[config.mk]
export PLATFORM = sky130hd
export DESIGN_NAME = bsram_port_arbiter
export DESIGN_NICKNAME = d
export VERILOG_FILES = /design/src/rtl/bsram_arb_pkg.sv /design/src/rtl/rr_arb2.sv /design/src/rtl/bsram_port_arbiter.sv
export SDC_FILE = /design/constraint.sdc
export NUM_CORES = 1
export LEC_CHECK = 0
export ABC_AREA = 1
export BUFFER_PORTS_ARGS = -buffer_cell sky130_fd_sc_hd__buf_4
export CORE_AREA = 2 2 100 102
export DETAILED_ROUTE_END_ITERATION = 6
export DIE_AREA = 0 0 102 104
export PLACE_DENSITY = 0.6
export SYNTH_ARGS = -nofsm -noshare
export SYNTH_HDL_FRONTEND = slang
export SYNTH_HIERARCHICAL = 1
export SYNTH_SLANG_ARGS = --single-unit
[constraint.sdc]
create_clock -name CLK -period 2.8 [get_ports CLK]
set_input_delay 0.42 -clock CLK [delete_from_list [all_inputs] [get_ports CLK]]
set_output_delay 0.42 -clock CLK [all_outputs]
set_load 0.02 [all_outputs]
[src/rtl/bsram_arb_pkg.sv]
// -----------------------------------------------------------------------------
// bsram_arb_pkg
// Shared definitions for the two-port block-RAM arbiter:
//   AW_DEF / DW_DEF : default RAM address and data widths
//   state_e         : arbiter operating state (INIT clears the RAM, RUN serves)
//   req_t           : one requester's access (default-width view)
// -----------------------------------------------------------------------------
package bsram_arb_pkg;

  localparam int AW_DEF = 10;
  localparam int DW_DEF = 36;

  typedef enum logic {
    ST_INIT = 1'b0,
    ST_RUN  = 1'b1
  } state_e;

  typedef struct packed {
    logic              we;
    logic [AW_DEF-1:0] addr;
    logic [DW_DEF-1:0] wdata;
  } req_t;

endpackage

[src/rtl/rr_arb2.sv]
// -----------------------------------------------------------------------------
// rr_arb2
// Two-way round-robin grant. The grant is combinational; every grant is a
// transfer, so the last-grant register moves on every grant. On a tie the
// port that was not granted last wins. last_grant resets to 1 so port 0 wins
// the first tie.
// Ports:
//   clk_i, rst_i          : clock, synchronous active-high reset
//   en_i                  : arbitration allowed this cycle
//   valid0_i / valid1_i   : requester valids
//   grant0_o / grant1_o   : one-hot (or zero) grant
// -----------------------------------------------------------------------------
module rr_arb2 (
  input  logic clk_i,
  input  logic rst_i,
  input  logic en_i,
  input  logic valid0_i,
  input  logic valid1_i,
  output logic grant0_o,
  output logic grant1_o
);

  logic last_q, last_d;
  logic g0_s, g1_s;

  // Grant selection and last-grant next state
  always_comb begin
    g0_s   = 1'b0;
    g1_s   = 1'b0;
    last_d = last_q;
    if (en_i) begin
      if (valid0_i && valid1_i) begin
        if (last_q) begin
          g0_s = 1'b1;
        end else begin
          g1_s = 1'b1;
        end
      end else if (valid0_i) begin
        g0_s = 1'b1;
      end else if (valid1_i) begin
        g1_s = 1'b1;
      end else begin
        g0_s = 1'b0;
      end
    end else begin
      g0_s = 1'b0;
    end
    if (g0_s) begin
      last_d = 1'b0;
    end else if (g1_s) begin
      last_d = 1'b1;
    end else begin
      last_d = last_q;
    end
  end

  // Last-grant register
  always_ff @(posedge clk_i) begin
    if (rst_i) begin
      last_q <= 1'b1;
    end else begin
      last_q <= last_d;
    end
  end

  assign grant0_o = g0_s;
  assign grant1_o = g1_s;

endmodule

[src/rtl/bsram_port_arbiter.sv]
// -----------------------------------------------------------------------------
// bsram_port_arbiter
// Shares one single-port block RAM (1-cycle registered read) between two
// requesters with round-robin arbitration and per-port read responses.
// Optional build macro BSRAM_ARB_INIT_CLEAR_EN: after reset the block first
// writes zero to every RAM address, holding requesters off until done.
// Ports:
//   CLK, RESET                 : clock, synchronous active-high reset
//   reqN_valid/ready/we/addr/wdata : requester N access handshake
//   rspN_valid/rdata           : read response to requester N
//   ram_ad/di/wre/ce, ram_do   : RAM macro interface
//   init_done                  : arbiter accepting requests
// -----------------------------------------------------------------------------
module bsram_port_arbiter
  import bsram_arb_pkg::*;
#(
  parameter int AW = AW_DEF,
  parameter int DW = DW_DEF
) (
  input  logic          CLK,
  input  logic          RESET,
  input  logic          req0_valid,
  output logic          req0_ready,
  input  logic          req0_we,
  input  logic [AW-1:0] req0_addr,
  input  logic [DW-1:0] req0_wdata,
  input  logic          req1_valid,
  output logic          req1_ready,
  input  logic          req1_we,
  input  logic [AW-1:0] req1_addr,
  input  logic [DW-1:0] req1_wdata,
  output logic          rsp0_valid,
  output logic [DW-1:0] rsp0_rdata,
  output logic          rsp1_valid,
  output logic [DW-1:0] rsp1_rdata,
  output logic [AW-1:0] ram_ad,
  output logic [DW-1:0] ram_di,
  output logic          ram_wre,
  output logic          ram_ce,
  input  logic [DW-1:0] ram_do,
  output logic          init_done
);

  state_e state_q, state_d;
  logic   init_done_q, init_done_d;
  logic   rsp0_valid_q, rsp0_valid_d;
  logic   rsp1_valid_q, rsp1_valid_d;
  logic   arb_en_s, gnt0_s, gnt1_s, clr_s;

`ifdef BSRAM_ARB_INIT_CLEAR_EN
  logic [AW-1:0] cnt_q, cnt_d;
  // started_q keeps the cycle right after reset idle before clearing begins
  logic          started_q;
  assign clr_s = !RESET && (state_q == ST_INIT) && started_q;
`else
  assign clr_s = 1'b0;
`endif

  // Reset overrides everything combinationally, including grants
  assign arb_en_s = !RESET && init_done_q && (state_q == ST_RUN);

  rr_arb2 u_rr_arb2 (
    .clk_i    (CLK),
    .rst_i    (RESET),
    .en_i     (arb_en_s),
    .valid0_i (req0_valid),
    .valid1_i (req1_valid),
    .grant0_o (gnt0_s),
    .grant1_o (gnt1_s)
  );

  assign req0_ready = gnt0_s;
  assign req1_ready = gnt1_s;

  // RAM command: clear sweep, else the granted port, else idle
  always_comb begin
    ram_ad  = '0;
    ram_di  = '0;
    ram_wre = 1'b0;
    ram_ce  = 1'b0;
    if (clr_s) begin
`ifdef BSRAM_ARB_INIT_CLEAR_EN
      ram_ad  = cnt_q;
`endif
      ram_wre = 1'b1;
      ram_ce  = 1'b1;
    end else if (gnt0_s) begin
      ram_ad  = req0_addr;
      ram_di  = req0_wdata;
      ram_wre = req0_we;
      ram_ce  = 1'b1;
    end else if (gnt1_s) begin
      ram_ad  = req1_addr;
      ram_di  = req1_wdata;
      ram_wre = req1_we;
      ram_ce  = 1'b1;
    end else begin
      ram_ce  = 1'b0;
    end
  end

  // Next state: init sweep progress and read-response tags
  always_comb begin
    state_d      = state_q;
    init_done_d  = init_done_q;
    rsp0_valid_d = gnt0_s && !req0_we;
    rsp1_valid_d = gnt1_s && !req1_we;
`ifdef BSRAM_ARB_INIT_CLEAR_EN
    cnt_d = cnt_q;
    if (clr_s) begin
      cnt_d = cnt_q + {{(AW-1){1'b0}}, 1'b1};
      if (cnt_q == {AW{1'b1}}) begin
        state_d     = ST_RUN;
        init_done_d = 1'b1;
      end else begin
        state_d     = ST_INIT;
      end
    end else begin
      cnt_d = cnt_q;
    end
`else
    state_d     = ST_RUN;
    init_done_d = 1'b1;
`endif
  end

  // State registers
  always_ff @(posedge CLK) begin
    if (RESET) begin
`ifdef BSRAM_ARB_INIT_CLEAR_EN
      state_q   <= ST_INIT;
      cnt_q     <= '0;
      started_q <= 1'b0;
`else
      state_q   <= ST_RUN;
`endif
      init_done_q  <= 1'b0;
      rsp0_valid_q <= 1'b0;
      rsp1_valid_q <= 1'b0;
    end else begin
`ifdef BSRAM_ARB_INIT_CLEAR_EN
      cnt_q     <= cnt_d;
      started_q <= 1'b1;
`endif
      state_q      <= state_d;
      init_done_q  <= init_done_d;
      rsp0_valid_q <= rsp0_valid_d;
      rsp1_valid_q <= rsp1_valid_d;
    end
  end

  // A response pending across a reset edge is dropped immediately
  assign rsp0_valid = rsp0_valid_q && !RESET;
  assign rsp1_valid = rsp1_valid_q && !RESET;
  assign rsp0_rdata = ram_do;
  assign rsp1_rdata = ram_do;
  assign init_done  = init_done_q;

endmodule

; Yosys cells after proc, flatten, opt, wreduce, memory -nomap -nowiden
; Cells that the tools add are included.
[totals]
ff_bits = 4
latchBits = 0
mem_bits_rw = 0
mem_bits_ro = 0
in_bits = 134
out_inout_bits = 125
word_cells = 34
memories = 0
[op_classes]
add_sub_neg = 0
mul = 0
div = 0
order_cmp = 0
eq_ne = 0
shift = 0
n_mux = 20
bitwise_logic = 0
n_reduce_logical = 10
[ops]
columns = operator, n
row1 = $mux W36, 2
row2 = $mux W10, 2
row3 = $mux W1, 16
row4 = $logic_and A1 B1 Y1, 6
row5 = $logic_not A1 Y1, 3
row6 = $reduce_bool A2 Y1, 1

; Logic depth before layout (Yosys ltp)
; Gate-level depths: netlist of the first run.
[logic_depth]
ltp_word = 6
ltp_mapped = 11

; Hierarchy
; The synthesis of the first run kept the hierarchy.
[modules_own_cells]
columns = module, n_inst, cells_each, area_per_inst_um2, seq_area_each_um2
row1 = bsram_port_arbiter, 1, 243, 1336.3, 60.1
row2 = rr_arb2, 1, 13, 71.3, 20.0

; Worst setup path before layout of the first run
; Ideal clock, no wire load.
[synth_timing]
path_type = reg2out
start = reg init_done_q (netlist: init_done)
end = out ram_ad[0]
arrival_ns = 1.745
required_time_ns = 2.380
path_slack_ns = 0.635
path_stages_with_launch = 9
path_cell_list = dfxtp_1 > inv_1 > nor2_1 > nand2_1 > a21oi_1 > buf_4 > buf_4 > nand3_1 > nand2_1
[synth_via]
elab_chain_len = 4
elab_cells_between_ends = 5
classes_between = 4 x mux / 1 x reduce/logical
[synth_rtl]
columns = item, line
row1 = start: declaration, bsram_port_arbiter.sv:45  ; logic init_done_q, init_done_d;
row2 = start signal: assignment, bsram_port_arbiter.sv:146  ; init_done_q <= init_done_d;
row3 = $logic_and A1 B1 Y1, bsram_port_arbiter.sv:60  ; assign arb_en_s = !RESET && init_done_q && (state_q == ST_RUN);
row4 = via arb_en_s, bsram_port_arbiter.sv:48  ; logic arb_en_s, gnt0_s, gnt1_s, clr_s;
row5 = $mux W1, rr_arb2.sv:31  ; if (en_i) begin
row6 = via req1_ready, bsram_port_arbiter.sv:28  ; output logic req1_ready,
row7 = $mux W10, bsram_port_arbiter.sv:92  ; end else if (gnt1_s) begin
row8 = $mux W10, bsram_port_arbiter.sv:87  ; end else if (gnt0_s) begin
row9 = end: declaration, bsram_port_arbiter.sv:36  ; output logic [AW-1:0] ram_ad,
; The timed path passes the listed nets, and every way through them passes these cells.

; Worst setup path in the final report of the first run
[layout_timing]
start = reg init_done_q (netlist: init_done)
end = out ram_di[14]
[layout_via]
elab_chain_len = 4
elab_cells_between_ends = 5
classes_between = 4 x mux / 1 x reduce/logical
[layout_rtl]
columns = item, line
row1 = $logic_and A1 B1 Y1 *, bsram_port_arbiter.sv:60
row2 = via arb_en_s, bsram_port_arbiter.sv:48
row3 = $mux W1, rr_arb2.sv:31
row4 = $mux W36, bsram_port_arbiter.sv:92
row5 = $mux W36 *, bsram_port_arbiter.sv:87
row6 = end: declaration, bsram_port_arbiter.sv:37  ; output logic [DW-1:0] ram_di,
; Mark *: on every way through the listed nets, which the timed path passes. The rest lies on a longest branch.

==> summary.txt, run 1 <==
Run status
  – Status: completed

Timing
  – Final Hold Fails: 0
  – Actual slew at the worst max-slew pin: just over 0.8 ns
  – Skew final: between 0.004 and 0.005 ns
  – Highest Clock Rate: ~440 MHz
  – Post-route setup TNS: 0 ns
  – Fin. max-slew vios: 0
  – Tmin final: approximately 2.3 ns
  – RSZ-0062 raised after global routing: no
  – Slew headroom: 0.455
  – Hold_ws: 0.383 ns
  – Fin crit share: 0.807
  – Setup violators final: 0

Pwr
  – Worst vdd ir: approximately 0.089 mV
  – NetSw: between 0.0001 and 0.00015 W
  – Sw Share: 0.335
  – Lkg Pwr: 1.28 nW
  – Int Pwr: roughly 0.00029 W
  – Power share of the combinational group: 0.588
  – PwrDens: 205 mW/mm²
  – Seq pwr share: 0.138
  – Clock power share: 0.274

Logic synthesis
  – Synthesis Warnings: 6
  – Largest family of logic cells by synthesized area: buffers and inverters
  – Share of the synthesized area in the top cell type: 0.427
  – Most numerous cell in the Yosys netlist: nand2_1
  – Asr flop ratio synth: 0
  – Xor/xnor share of the synthesized area: 0
  – Synthesized net count: 390
  – Largest cells by area after synthesis: buf_4, nand2_1, nand3_1
  – Main flop type after synthesis: dfxtp_1
  – Post-Syn Area per Cell: 5.50 µm²
  – Post-synthesis compound-gate area fraction: 0.00356
  – Synth cell types: 13
  – Commonest cells post-synth: nand2_1, buf_4, nand3_1, inv_1, buf_2
  – Adder-cell share of the synthesized area: 0
  – Number of synthesized flops with an enable pin: 0
  – Register area share after synthesis: 0.0569
  – Post-synthesis register bit count: 4
  – Multiplexer share of the synthesized area: 0
  – Synth Instances: approximately 260
  – Synth Area in Simple Gates: 0.458
  – Mapped cell area: 0.00141 mm²
  – Cell taking the most area after synthesis: buf_4

Route
  – Avg WL per Cell: 11.2 µm
  – DR vias: approximately 1,700
  – Pre-antenna DRT Iters: 4
  – DRC viols: 0
  – Vias/cell: roughly 3.8
  – Routed Antenna Nets: 0
  – Starting DRC count in detailed routing: 41
  – Total wire length: between 5000 and 6000 µm

Clocking
  – Reg clk slew, reported paths: 0.03 ns
  – Clock Latency Late Sink: around 0.22 ns
  – Clk buf depth: 2
  – Num CTS Buffers: 3
  – Root buf cell: clkbuf_8
  – Cts hold-fix bufs: 0
  – CTS tree: yes
  – Total clock sinks: 4
  – CTS resizes: 0
  – H-tree lvl count: 1
  – Setup bufs post-CTS: 0

Finish
  – Ant diodes: 0
  – Area of the multi-input gates: about 660 µm²
  – NumNets Final: 460
  – Syn-to-layout area delta: 52.0%
  – Layout cell share with drive strength beyond 1: 0.497
  – Final Instance Area: roughly 0.0021 mm²
  – Fill count: ~1,100
  – Storage cell area: 80.1 µm²

Die
  – Ports: 259
  – Core area: approximately 0.0095 mm²
  – Die height: about 100 µm
  – Row cnt: 36
  – Initial Util: 0.147
  – Floorplan die width: 102 µm
  – Die Area: ~0.011 mm²

Placed design
  – I/O Buffers: 150
  – Placed Instance Area: ~0.0021 mm²
  – Routability cong.: 0.721
  – Post-DP HPWL: around 4100 µm

Global routing
  – Vias in the first global route: between 1,500 and 2,000
  – Grt total ovfl: 0
  – Global-route wire length before repair: between 7000 and 8000 µm
  – Pin count of the biggest net entering global routing: 50
  – Initial antenna violation count: 1
  – GR Util All Layers: 0.0832

Setup path
  – Worst Path Max Fanout: 49
  – CP top delay family: buffers and inverters
  – CP cell instances: inv_1, nor2_1, nand2_1, inv_2, nand2_2, inv_1, inv_2, nand3_1, nand2_1, buf_4
  – Crit Path Class: reg -> out
  – Crit path DAT: 1.84 ns
  – Slowest cell on the critical path: inv_2
  – Worst path buffer plus inverter count: 5
  – Worst path max stage delay: between 0.5 and 0.6 ns
  – Crit. End Element: primary output
  – CP startpoint kind: flip-flop
  – Critical Path RT: 2.38 ns

Run
  – Max-Cap Viols: 0

Worst hold path
  – Hold WC Path Type: in -> reg
[metal layers]
layer | vias up | wire length [µm] | track usage
li1 | 858 | - | -
met1 | 731 | 1650 | 0.0726
met2 | 130 | 2800 | 0.179
met3 | 11 | 578 | 0.0188
met4 | 2 | 63 | 0.0210
met5 | - | 10 | 0
[layout by cell type (no fill, tap or decap), drive strengths merged]
cell | netlist | layout
dfxtp | 4 | 4
nor3 | 2 | 2
nor2 | 3 | 3
nand3 | 47 | 47
clkbuf | 1 | 3
nand2 | 102 | 102
inv | 10 | 10
a21oi | 1 | 1
buf | 86 | 152
[flip-flops by register name, indices dropped and copies added, names as in the netlist]
register,count
rsp0_valid_q,1
init_done,1
rsp1_valid_q,1
u_rr_arb2/last_q,1
[worst register-to-register path, delay by kind of cell (launching register included)]
family | cells | cell delay (ns)
buffers and inverters | 4 | 0.72
flip-flops | 1 | 0.30
AND/OR/NAND/NOR | 4 | 0.25
[cells by family (layout without fill, tap and decap cells)]
family	count (synthesis)	in the layout
flip-flops	4	4
buffers and inverters	97	165
AO/OA/AOI/OAI	1	1
AND/OR/NAND/NOR	154	154
[through the flow]
stage | instances | utilization | worst slack, ns | power (W)
2_1_floorplan | 256 | - | 0.635 | 0.000308
3_3_place_gp | 454 | 0.220 | 0.571 | 0.000318
3_5_place_dp | 454 | 0.220 | 0.511 | 0.000320
4_1_cts | 457 | 0.224 | 0.494 | 0.000446
5_1_grt | 457 | 0.224 | 0.336 | 0.000464
6_report | 457 | 0.224 | 0.539 | 0.000438
[layout make-up]
cell class / instances / share of cell area
repair buffers: 152 / 0.539
multi-input cells: 155 / 0.309
well taps: 133 / 0.0778
flip-flops and latches: 4 / 0.0374
clock buffers: 3 / 0.0193
inverters: 10 / 0.0175
[power groups by stage]
stage	clock [W]	combinational [W]	sequential [W]
6_report	0.000120	0.000257	0.0000606
5_1_grt	0.000127	0.000276	0.0000607
4_1_cts	0.000126	0.000260	0.0000605
3_5_place_dp	0	0.000259	0.0000613
3_3_place_gp	0	0.000257	0.0000613
2_1_floorplan	0	0.000247	0.0000619
[path summary, 6_finish.rpt]
path / slack [ns] / from / to / depth (start not counted)
setup reg to reg: 1.37 / init_done / rsp0_valid_q / 8
setup / recovery: 0.54 / init_done / ram_di[14] / 10
hold reg to reg: 0.58 / u_rr_arb2/last_q / u_rr_arb2/last_q / 4
hold / removal: 0.38 / req0_we / rsp0_valid_q / 2
(Power assumes the default switching activity.)
==> run 2: changes to the inputs <==
Settings changed: CORE_AREA 2 2 100 102 to 2 2 101 103, DIE_AREA 0 0 102 104 to 0 0 103 105, PLACE_DENSITY 0.6 to 0.61.
Clock period 2.8 ns to 1.9 ns, I/O delays scaled along.
==> summary.txt, run 2 (synthesis gave the netlist of run 1 again) <==
Finish
  – Commonest non-fill, non-tap cell in the layout: buf_4
  – NumNets Final: 463 (+0.65%)
  – Commonest non-fill, non-tap cells in the layout: buf_4, nand2_1, nand3_1
  – Syn-to-layout area delta: 55.9%
  – Ant diodes: 0 (unchanged)
  – Layout cell share with drive strength beyond 1: 0.505 (+0.00767)
  – Fill count: 1,114 (+0.81%)
  – Finished Core Util: 0.228 (+0.00362)

Global routing
  – Initial antenna violation count: 0 (-1)
  – Grt total ovfl: 0 (unchanged)
  – Vias in the first global route: 1,603 (+0.25%)
  – Global-route wire length before repair: 7200 µm (-0.39%)
  – Pin count of the biggest net entering global routing: 50 (unchanged)
  – GR Util All Layers: 0.0804 (-0.00284)

Placed design
  – Routability cong.: 0.676 (-6.3%)
  – I/O Buffers: 150 (unchanged)
  – Post-DP HPWL: 3970 µm (-2.1%)

Clocking
  – Reg clk slew, reported paths: 0.03 ns (about the same)
  – Setup bufs post-CTS: 0 (unchanged)
  – Cts hold-fix bufs: 0 (unchanged)
  – CTS resizes: 0 (unchanged)
  – Clk buf depth: 2 (unchanged)
  – Clock Latency Late Sink: 0.21 ns (about the same)
  – H-tree lvl count: 1 (unchanged)
  – Total clock sinks: 4 (unchanged)
  – CTS tree: yes
  – Root buf cell: clkbuf_8
  – Num CTS Buffers: 3 (unchanged)

Route
  – Routed Antenna Nets: 0 (unchanged)
  – DR vias: 1,726 (-0.35%)
  – Avg WL per Cell: 10.7 µm (-4.3%)
  – Pre-antenna DRT Iters: 4 (unchanged)
  – Total wire length: 4920 µm (-3.7%)
  – Vias/cell: 3.75 (-1.0%)
  – DRC viols: 0 (unchanged)
  – Starting DRC count in detailed routing: 50 (+22%)

Timing
  – Fin crit share: 0.954
  – RSZ-0062 raised after global routing: no
  – Hold_ws: 0.257 ns (-0.126 ns)
  – Skew final: 0.00299 ns (-0.00165 ns)
  – Setup violators final: 0 (unchanged)
  – Actual slew at the worst max-slew pin: 0.217 ns (-0.599 ns)
  – Fin. max-slew vios: 0 (unchanged)
  – Tmin final: about 1.8 ns
  – Slew headroom: 0.855 (+0.400)
  – Highest Clock Rate: 552 MHz
  – Post-route setup TNS: 0 ns (unchanged)
  – Final Hold Fails: 0 (unchanged)

Die
  – Die height: 105 µm (+0.96%)
  – Initial Util: 0.146 (-0.00138)
  – Ports: 259 (unchanged)
  – Row cnt: 36 (unchanged)
  – Core area: 0.00964 mm² (+0.94%)
  – Floorplan die width: 103 µm (+0.98%)
  – Die Area: 0.0108 mm² (+2.0%)

Setup path
  – Crit path DAT: 1.53 ns (-0.31 ns)
  – Worst Path Max Fanout: 26 (-47%)
  – CP startpoint kind: flip-flop
  – Critical Path RT: 1.62 ns (-0.76 ns)
  – Crit. End Element: primary output
  – Crit Path Class: reg -> out

Run
  – Max-Cap Viols: 0 (unchanged)

Pwr
  – Lkg Pwr: 1.30 nW (+1.8%)
  – PwrDens: 297 mW/mm² (+45%)
  – Worst vdd ir: 0.146 mV (+64%)

Run status
  – Status: completed

Worst hold path
  – Hold WC Path Type: in -> reg
[run 2: cell type report]
class / count / area (µm²) / share of cell area
Timing Repair Buffer: 155 / 1210 / 0.551
Multi-Input combinational cell: 155 / 661 / 0.301
Tap cell: 133 / 166 / 0.0758
Sequential cell: 4 / 80.1 / 0.0365
Clock buffer: 3 / 41.3 / 0.0188
Inverter: 10 / 37.5 / 0.0171
[run 2: path summary, 6_finish.rpt]
kind / depth (start not counted) / startpoint / to / slack (ns)
worst max-delay path: 8 / init_done / ram_di[12] / 0.09
worst min-delay path: 2 / req1_we / rsp1_valid_q / 0.26
worst max register to register: 7 / init_done / rsp1_valid_q / 0.61
worst min register to register: 4 / u_rr_arb2/last_q / u_rr_arb2/last_q / 0.60
[run 2: through the flow]
step | cells | setup WS [ns] | total power [W] | area [µm²]
floorplan | 256 | 0.0605 | 0.000455 | 1410
global placement | 457 | 0.204 | 0.000474 | 2150
detailed placement | 457 | 0.174 | 0.000479 | 2150
CTS | 460 | 0.0338 | 0.000659 | 2190
global route | 460 | 0.00396 | 0.000693 | 2190
finish | 460 | 0.0874 | 0.000652 | 2190
[run 2: worst max-delay path, cell delays in order (launching register included)]
cell and delay, ns:
dfxtp_1 0.32, inv_1 0.04, nor2_1 0.11, nand2_1 0.11
a21oi_4 0.20, buf_12 0.20, nand3_1 0.09, nand2_1 0.08
buf_4 0.14
[run 2: power breakdown]
part | leakage (nW) | switching (W) | internal (W)
clock | 0.0216 | 0.0000413 | 0.000135
sequential | 0.0328 | 0.00000201 | 0.0000875
combinational | 1.25 | 0.000172 | 0.000215
[run 2: layer usage]
metal  vias up  track usage  share of wire
met5         -            0              0
met4         0       0.0376          0.037
met3        28       0.0194          0.099
met2        90        0.156           0.53
met1       743       0.0759           0.34
li1        865            -              -
